<file path="src/rtl/exception_unit_if.sv">
// Bus between the multicycle MIPS controller/datapath and the exception sequencer:
// exception causes, RFE, PC, vector-memory read port and the PC-source target.
interface exception_unit_if;
    logic        exc_opcode;
    logic        exc_overflow;
    logic        exc_div0;
    logic        rfe;
    logic [31:0] pc_in;
    logic [31:0] mem_data_in;
    logic        mem_read;
    logic [31:0] mem_addr;
    logic [31:0] exc_target;
    logic        pc_load;
    logic [31:0] epc_out;
    logic [1:0]  cause_out;
    logic        exc_busy;

    // Datapath/controller side: raises exceptions, serves memory, consumes the target.
    modport master (
        output exc_opcode, exc_overflow, exc_div0, rfe, pc_in, mem_data_in,
        input  mem_read, mem_addr, exc_target, pc_load, epc_out, cause_out, exc_busy
    );

    // Sequencer side.
    modport slave (
        input  exc_opcode, exc_overflow, exc_div0, rfe, pc_in, mem_data_in,
        output mem_read, mem_addr, exc_target, pc_load, epc_out, cause_out, exc_busy
    );
endinterface

</file>
<file path="src/rtl/exception_unit.sv">
// Exception-entry / return-from-exception sequencer feeding PC-source mux input 2'b11.
// Optional: define EXC_COUNT_EN to add an 8-bit saturating count of accepted exceptions (exc_count).
module exception_unit #(
    parameter logic [31:0] VEC_BASE    = 32'd253,
    parameter int unsigned MEM_LATENCY = 2
) (
    input  logic             clk,
    input  logic             reset,
`ifdef EXC_COUNT_EN
    output logic [7:0]       exc_count,
`endif
    exception_unit_if.slave  bus
);

    localparam logic [1:0] IDLE = 2'd0;
    localparam logic [1:0] READ = 2'd1;
    localparam logic [1:0] LOAD = 2'd2;
    localparam logic [1:0] RET  = 2'd3;

    localparam logic [1:0] CAUSE_OPCODE   = 2'd0;
    localparam logic [1:0] CAUSE_OVERFLOW = 2'd1;
    localparam logic [1:0] CAUSE_DIV0     = 2'd2;

    localparam logic [3:0] LAT_LAST = 4'(MEM_LATENCY - 1);

    logic [1:0]  state;
    logic [1:0]  state_nxt;
    logic [3:0]  wait_cnt;
    logic [31:0] handler;
    logic [31:0] epc;
    logic [1:0]  cause;
    logic [31:0] target_hold;
    logic        any_exc;
    logic        read_done;
    logic [1:0]  cause_sel;
    logic        unused_mem_hi;

    assign any_exc   = bus.exc_opcode | bus.exc_overflow | bus.exc_div0;
    assign read_done = (wait_cnt == LAT_LAST);

    // Only the low byte of a vector entry is meaningful; the handler lives in the first 256 bytes.
    assign unused_mem_hi = ^bus.mem_data_in[31:8];

    always_comb begin
        // NOTE: every always_comb output gets a default first so no path can infer a latch.
        cause_sel = CAUSE_DIV0;
        if (bus.exc_opcode)        cause_sel = CAUSE_OPCODE;
        else if (bus.exc_overflow) cause_sel = CAUSE_OVERFLOW;
    end

    always_comb begin
        state_nxt = state;
        case (state)
            IDLE: begin
                if (any_exc)      state_nxt = READ;
                else if (bus.rfe) state_nxt = RET;
            end
            READ:    if (read_done) state_nxt = LOAD;
            LOAD:    state_nxt = IDLE;
            RET:     state_nxt = IDLE;
            default: state_nxt = IDLE;
        endcase
    end

    always_ff @(posedge clk) begin
        // NOTE: sequential state uses non-blocking assignments so every register samples pre-edge values.
        if (reset) begin
            state       <= IDLE;
            wait_cnt    <= 4'd0;
            handler     <= 32'd0;
            epc         <= 32'd0;
            cause       <= 2'd0;
            target_hold <= 32'd0;
        end else begin
            state <= state_nxt;
            case (state)
                IDLE: begin
                    if (any_exc) begin
                        cause    <= cause_sel;
                        epc      <= bus.pc_in - 32'd4;
                        wait_cnt <= 4'd0;
                    end
                end
                READ: begin
                    wait_cnt <= wait_cnt + 4'd1;
                    if (read_done) handler <= {24'd0, bus.mem_data_in[7:0]};
                end
                LOAD:    target_hold <= handler;
                RET:     target_hold <= epc;
                default: ;
            endcase
        end
    end

`ifdef EXC_COUNT_EN
    always_ff @(posedge clk) begin
        if (reset)
            exc_count <= 8'd0;
        else if (state == IDLE && any_exc && exc_count != 8'hFF)
            exc_count <= exc_count + 8'd1;
    end
`endif

    // Outputs are decoded from state and registers only; inputs never reach them combinationally.
    always_comb begin
        bus.mem_read   = (state == READ);
        bus.mem_addr   = (state == READ) ? VEC_BASE + {30'd0, cause} : 32'd0;
        bus.pc_load    = (state == LOAD) || (state == RET);
        bus.exc_busy   = (state != IDLE);
        bus.epc_out    = epc;
        bus.cause_out  = cause;
        bus.exc_target = target_hold;
        if (state == LOAD)     bus.exc_target = handler;
        else if (state == RET) bus.exc_target = epc;
    end

endmodule

</file>
<file path="src/flat_wrapper.sv">
// flat-port wrapper written by rule: the top's interface ports become plain ports
module exception_unit_flat 
#(
    parameter logic [31:0] VEC_BASE    = 32'd253,
    parameter int unsigned MEM_LATENCY = 2
)
  (clk, reset, bus_exc_opcode, bus_exc_overflow, bus_exc_div0, bus_rfe, bus_pc_in, bus_mem_data_in, bus_mem_read, bus_mem_addr, bus_exc_target, bus_pc_load, bus_epc_out, bus_cause_out, bus_exc_busy);
  exception_unit_if bus_i ();
  input  logic clk;
  input  logic reset;
  input wire logic [$bits(bus_i.exc_opcode)-1:0] bus_exc_opcode;
  input wire logic [$bits(bus_i.exc_overflow)-1:0] bus_exc_overflow;
  input wire logic [$bits(bus_i.exc_div0)-1:0] bus_exc_div0;
  input wire logic [$bits(bus_i.rfe)-1:0] bus_rfe;
  input wire logic [$bits(bus_i.pc_in)-1:0] bus_pc_in;
  input wire logic [$bits(bus_i.mem_data_in)-1:0] bus_mem_data_in;
  output wire logic [$bits(bus_i.mem_read)-1:0] bus_mem_read;
  output wire logic [$bits(bus_i.mem_addr)-1:0] bus_mem_addr;
  output wire logic [$bits(bus_i.exc_target)-1:0] bus_exc_target;
  output wire logic [$bits(bus_i.pc_load)-1:0] bus_pc_load;
  output wire logic [$bits(bus_i.epc_out)-1:0] bus_epc_out;
  output wire logic [$bits(bus_i.cause_out)-1:0] bus_cause_out;
  output wire logic [$bits(bus_i.exc_busy)-1:0] bus_exc_busy;
  assign bus_i.exc_opcode = bus_exc_opcode;
  assign bus_i.exc_overflow = bus_exc_overflow;
  assign bus_i.exc_div0 = bus_exc_div0;
  assign bus_i.rfe = bus_rfe;
  assign bus_i.pc_in = bus_pc_in;
  assign bus_i.mem_data_in = bus_mem_data_in;
  assign bus_mem_read = bus_i.mem_read;
  assign bus_mem_addr = bus_i.mem_addr;
  assign bus_exc_target = bus_i.exc_target;
  assign bus_pc_load = bus_i.pc_load;
  assign bus_epc_out = bus_i.epc_out;
  assign bus_cause_out = bus_i.cause_out;
  assign bus_exc_busy = bus_i.exc_busy;
  exception_unit #(.VEC_BASE(VEC_BASE), .MEM_LATENCY(MEM_LATENCY)) u_core (.clk(clk), .reset(reset), .bus(bus_i));
endmodule
</file>
<file path="config.mk">
export PLATFORM = sky130hd
export DESIGN_NAME = exception_unit_flat
export DESIGN_NICKNAME = d
export VERILOG_FILES = /design/src/rtl/exception_unit_if.sv /design/src/rtl/exception_unit.sv /design/src/flat_wrapper.sv
export SDC_FILE = /design/constraint.sdc
export NUM_CORES = 1
export LEC_CHECK = 0
export BUFFER_PORTS_ARGS = -buffer_cell sky130_fd_sc_hd__buf_2
export CORE_MARGIN = 2
export CORE_UTILIZATION = 48
export DETAILED_ROUTE_END_ITERATION = 7
export PLACE_DENSITY = 0.81
export REMOVE_ABC_BUFFERS = 1
export SLEW_MARGIN = 15
export SYNTH_ARGS = -nofsm -noshare
export SYNTH_HDL_FRONTEND = slang
export SYNTH_SLANG_ARGS = --single-unit
</file>
<file path="constraint.sdc">
create_clock -name clk -period 2.1 [get_ports clk]
set_clock_uncertainty 0.05 [all_clocks]
set_input_delay 0.105 -clock clk [delete_from_list [all_inputs] [get_ports clk]]
set_output_delay 0.105 -clock clk [all_outputs]
set_load 0.01 [all_outputs]
</file>
Yosys cells after proc, flatten, opt, wreduce, memory -nomap -nowiden
Index checks and enable logic that the tools add are counted.
{ "word_totals": {"register_bits": 80, "in_bits": 70, "elab_cells": 40} }
{ "op_classes": {"add_sub_neg": 3, "eq_ne": 7, "n_mux": 12, "bitwise": 2, "n_reduce_logical": 10} }
{ "op_table": {"columns": ["operator", "n"], "rows": [
  ["32-bit 2-to-1 mux", 3],
  ["32-bit one-hot mux with 2 select lines", 1],
  ["32-bit by 3-bit subtractor with 32-bit output, second input constant", 1],
  ["2-bit 2-to-1 mux", 5],
  ["8-bit by 2-bit adder with 9-bit output, first input constant", 1],
  ["4-bit one-hot mux with 2 select lines", 1],
  ["2-bit AND reduction", 4],
  ["2-bit one-hot mux with 3 select lines", 1],
  ["2-bit nonzero test", 3],
  ["4-bit by 1-bit adder with 4-bit output, second input constant", 1],
  ["2-bit == test, second input constant", 2],
  ["4-bit by 1-bit == test with 1-bit output, second input constant", 1],
  ["4-bit 2-to-1 mux", 1],
  ["2-bit by 1-bit != test with 1-bit output, second input constant", 2],
  ["3-bit by 2-bit != test with 1-bit output, second input constant", 1],
  ["2-bit by 1-bit == test with 1-bit output, second input constant", 1],
  ["2-bit logical NOT", 1],
  ["1-bit OR", 2],
  ["2-bit OR reduction", 1],
  ["1-bit logical OR", 1]
]} }

Longest topological paths before layout
{ "logic_depth": {"word_depth": 4, "mapped_depth": 7, "ltp_nobuf": 6} }

Least setup slack after synthesis
OpenSTA, ideal clock, no wires.
{ "synth_timing": {"path_type": "input -> register", "from": "input bus_pc_in[26]", "to": "register u_core.epc[31] (netlist: u_core.bus.epc_out[31])", "setup_ps": 91, "arrival_time_ps": 1731, "required_ps": 1959, "path_slack_ps": 228, "path_stages": 4, "cell_sequence": "or4_4 or4_1 or4_1 a311oi_1"} }
{ "synth_via": {"elab_chain_cells": 1} }
{ "synth_rtl": {"columns": ["element", "line", "rtl"], "rows": [
  ["from (decl)", "flat_wrapper.sv:15", "input wire logic [$bits(bus_i.pc_in)-1:0] bus_pc_in;"],
  ["32-bit by 3-bit subtractor with 32-bit output", "exception_unit.sv:80", "epc <= bus.pc_in - 32'd4;"],
  ["to (signal assigned)", "exception_unit.sv:80", null],
  ["to (decl)", "exception_unit.sv:30", "logic [31:0] epc;"]
]} }
Every way passes these cells.
A chain may end at the register's enable or synchronous reset.

Final worst setup path
{ "layout_timing": {"from": "input bus_pc_in[21]", "to": "register u_core.epc[30] (netlist: u_core.bus.epc_out[30])"} }
Same word-level chain as after synthesis.

==> impl_results.md <==
- Fill cells: 705
- Final Critical Period: 1980 ps
- TritonCTS clock tree: done
- Core ar.: 7810 um2
- VDD IR-drop max: 382 uV
- Vias in the first global route: 3455
- Yosys cell types: 39
- Met1 Track Usage GR: 0.255
- FF+latch count, synth: 80
- Ant. Diodes: 0
- Setup-failing EPs final: 0
- PortBufs: 123
- Syn Area/Cell: 8.19 um2
- Die height: 94.4 um
- # rows: 32
- Layout cell share with drive strength beyond 1: 0.278
- Cells after Synth: 479
- Worst Tran Pin Value: 559 ps
- Remaining Overflow, GRT: 0
- WP data required: 2280 ps
- Critical path launch point type: input pin
- First-pass GRT wire length: 15.3 mm
- GRT busiest layer: met2
- Pwr per Cell Area: 684 nW/um2
- Max_slew headroom: 0.627
- CP endpoint kind: flip-flop
- Power Total: 3340 uW
- HPWL Detailed: 6.65 mm
- Critical path's top delay family: buffers and inverters
- Type of the worst setup path: in -> reg
- # H-tree levels: 3
- Final net count: 678
- Synth warnings: 0
- CP Data Arrival Time: 2160 ps
- Synth top area share: 0.408
- DR pass1 iterations: 4
- Unrepaired setup endpoints after global routing: no
- Grt met2 use: 0.383
- Pin count of the biggest net entering global routing: 47
- Hold WS: 18.6 ps
- Ports: 171
- Crit path buffers/inverters: 3
- TritonCTS Buffers: 9
- CTS Root Buffer Type: clkbuf_8
- WL final: 9.61 mm
- Initial core utilization: 0.502
- Detailed Route Iter0 Violations: 102
- Outcome: finished clean
- Final period utilization: 0.943
- Worst path max stage delay: 550 ps
- Wire per inst: 13.5 um
- Fin cells: 711
- Total die area: 8910 um2
- Seq/Total Area, Yosys: 0.408
- Crit-path max FO: 6
- Final number of hold-violating endpoints: 0
- Vias: 3727
- Crit path cell chain: dlygate4sd3_1, buf_2, nor4_2, nand3b_1, buf_4, or4_1, a311oi_1
- Final antenna-violating net count: 0
- Clock Path Buffers: 2
- Synth area leaders: dfxtp_1, nor2_1, buf_4
- Setup TNS: 0 ps
- Clock sink count: 80
- Sequential Area: 1600 um2
- FF-to-FF setup slack: 240 ps
- Leak: 0.00217 uW
- Grt met3 use: 0.0351
- Avg Vias per Cell: 5.24
- Synth Cell Area: 3920 um2
- Reg clk slew, reported paths: 70 ps
- Final Max Slew Viols: 0
- Tot GR Track Use: 0.213
- Die width: 94.4 um
- Placed insts: 680
- Multi-input gate area: 1960 um2
- Synthesis-to-layout area growth: 24.6%
- Fmax: 505 MHz
- Leading area contributor after synthesis: dfxtp_1
- Hold Crit Class: in -> reg
- Slowest cell on crit path: dlygate4sd3_1
- Skew-Pair Late Insertion Delay: 330 ps
- Routability Congestion: 0.854
- Initial antenna violation count: 0
- DRC viols: 0
- Number of max-cap violations: 0
==> synthesized netlist by cell type (all sizes together) <==
| master | n |
|---|---|
| ha | 4 |
| xnor2 | 3 |
| dfxtp | 80 |
| or4 | 14 |
| or2 | 3 |
| a32oi | 1 |
| a211oi | 14 |
| a311oi | 16 |
| nor2b | 32 |
| nand2b | 2 |
| and2 | 3 |
| xor2 | 8 |
| o31ai | 10 |
| a31oi | 1 |
| nor2 | 61 |
| o21a | 2 |
| nand3b | 2 |
| a21oi | 15 |
| o41ai | 2 |
| o21ai | 31 |
| buf | 29 |
| nand3 | 29 |
| nand2 | 11 |
| nand4 | 3 |
| or3 | 8 |
| inv | 30 |
| and3 | 2 |
| conb | 1 |
| nor4 | 5 |
| nor3b | 1 |
| nor3 | 7 |
| mux2i | 16 |
| clkbuf | 33 |
==> flip-flops by register name, indices dropped and copies added (netlist names) <==
signal and cells:
u_core.state 2, u_core.handler 8, u_core.bus.cause_out 2, u_core.target_hold 32, u_core.bus.epc_out 32, u_core.wait_cnt 4
==> area by class of cell <==
| class | instances | area share |
|---|---|---|
| Timing Repair Buffer | 154 | 0.186 |
| Clock buffer | 10 | 0.0282 |
| Multi-Input combinational cell | 329 | 0.401 |
| Inverter | 30 | 0.0230 |
| Clock inverter | 6 | 0.00717 |
| Sequential cell | 80 | 0.328 |
| Tap cell | 102 | 0.0261 |
==> worst paths after layout <==
check        depth (start not counted)                   from                endpoint
max                                  7          bus_pc_in[21]  u_core.bus.epc_out[30]
max reg2reg                          5        u_core.state[1]       u_core.handler[2]
min                                  3          bus_pc_in[31]  u_core.bus.epc_out[31]
min reg2reg                          2  u_core.bus.epc_out[1]   u_core.bus.epc_out[1]
==> per-stage QoR <==
step                cell area (um2)   util  worst slack (ps)
floorplan                      3660      -              -800
global placement               4560  0.584              60.0
detailed placement             4560  0.584              36.2
CTS                            4880  0.625              45.1
global route                   4890  0.626              2.30
finish                         4890  0.626               120
==> cell families after synthesis <==
kind of cell | synth area share
other cells | 0.000956
buf+inv | 0.115
xor+xnor | 0.0246
mux | 0.0408
simple gates | 0.245
flops | 0.408
fa+ha+maj | 0.0128
compound gates | 0.153
==> metal layers <==
layer  part of all wire  up-vias
met5                  0        -
li1                   -     1860
met2               0.50      113
met4              0.016        0
met3              0.050       14
met1               0.43     1740
==> power breakdown <==
group,switching [uW],total (uW),internal (uW),leakage [uW]
Combinational,389,657,268,0.00142
Sequential,69.0,1680,1610,0.000655
Clock,552,1010,454,0.0000878
==> what timing repair did <==
item | in CTS | in global routing
buffers inserted | 0 | 0
setup endpoints to repair | 0 | 7
endpoints found under the hold margin | 15 | 0
hold buffers | 15 | 0
resized for setup | 0 | 1
==> layout by cell type, fill, tap and decap left out, types with 4 or more instances in the layout <==
master	n
a311oi_1	16
or3_1	6
o31ai_1	10
nand2_1	11
a21oi_1	15
dlygate4sd3_1	15
ha_1	4
clkinv_2	4
nor2_1	61
nor3_1	6
buf_2	123
dfxtp_1	78
o21ai_0	31
buf_4	14
clkbuf_8	10
conb_1	23
nor2b_1	32
or4_1	11
xor2_1	8
mux2i_1	16
a211oi_1	14
nand3_1	29
inv_1	30
nor4_1	4
==> worst min-delay path: stages <==
cell and delay (ps):
buf_2 100, o31ai_1 60, a311oi_1 80
(Power assumes the default switching activity.)
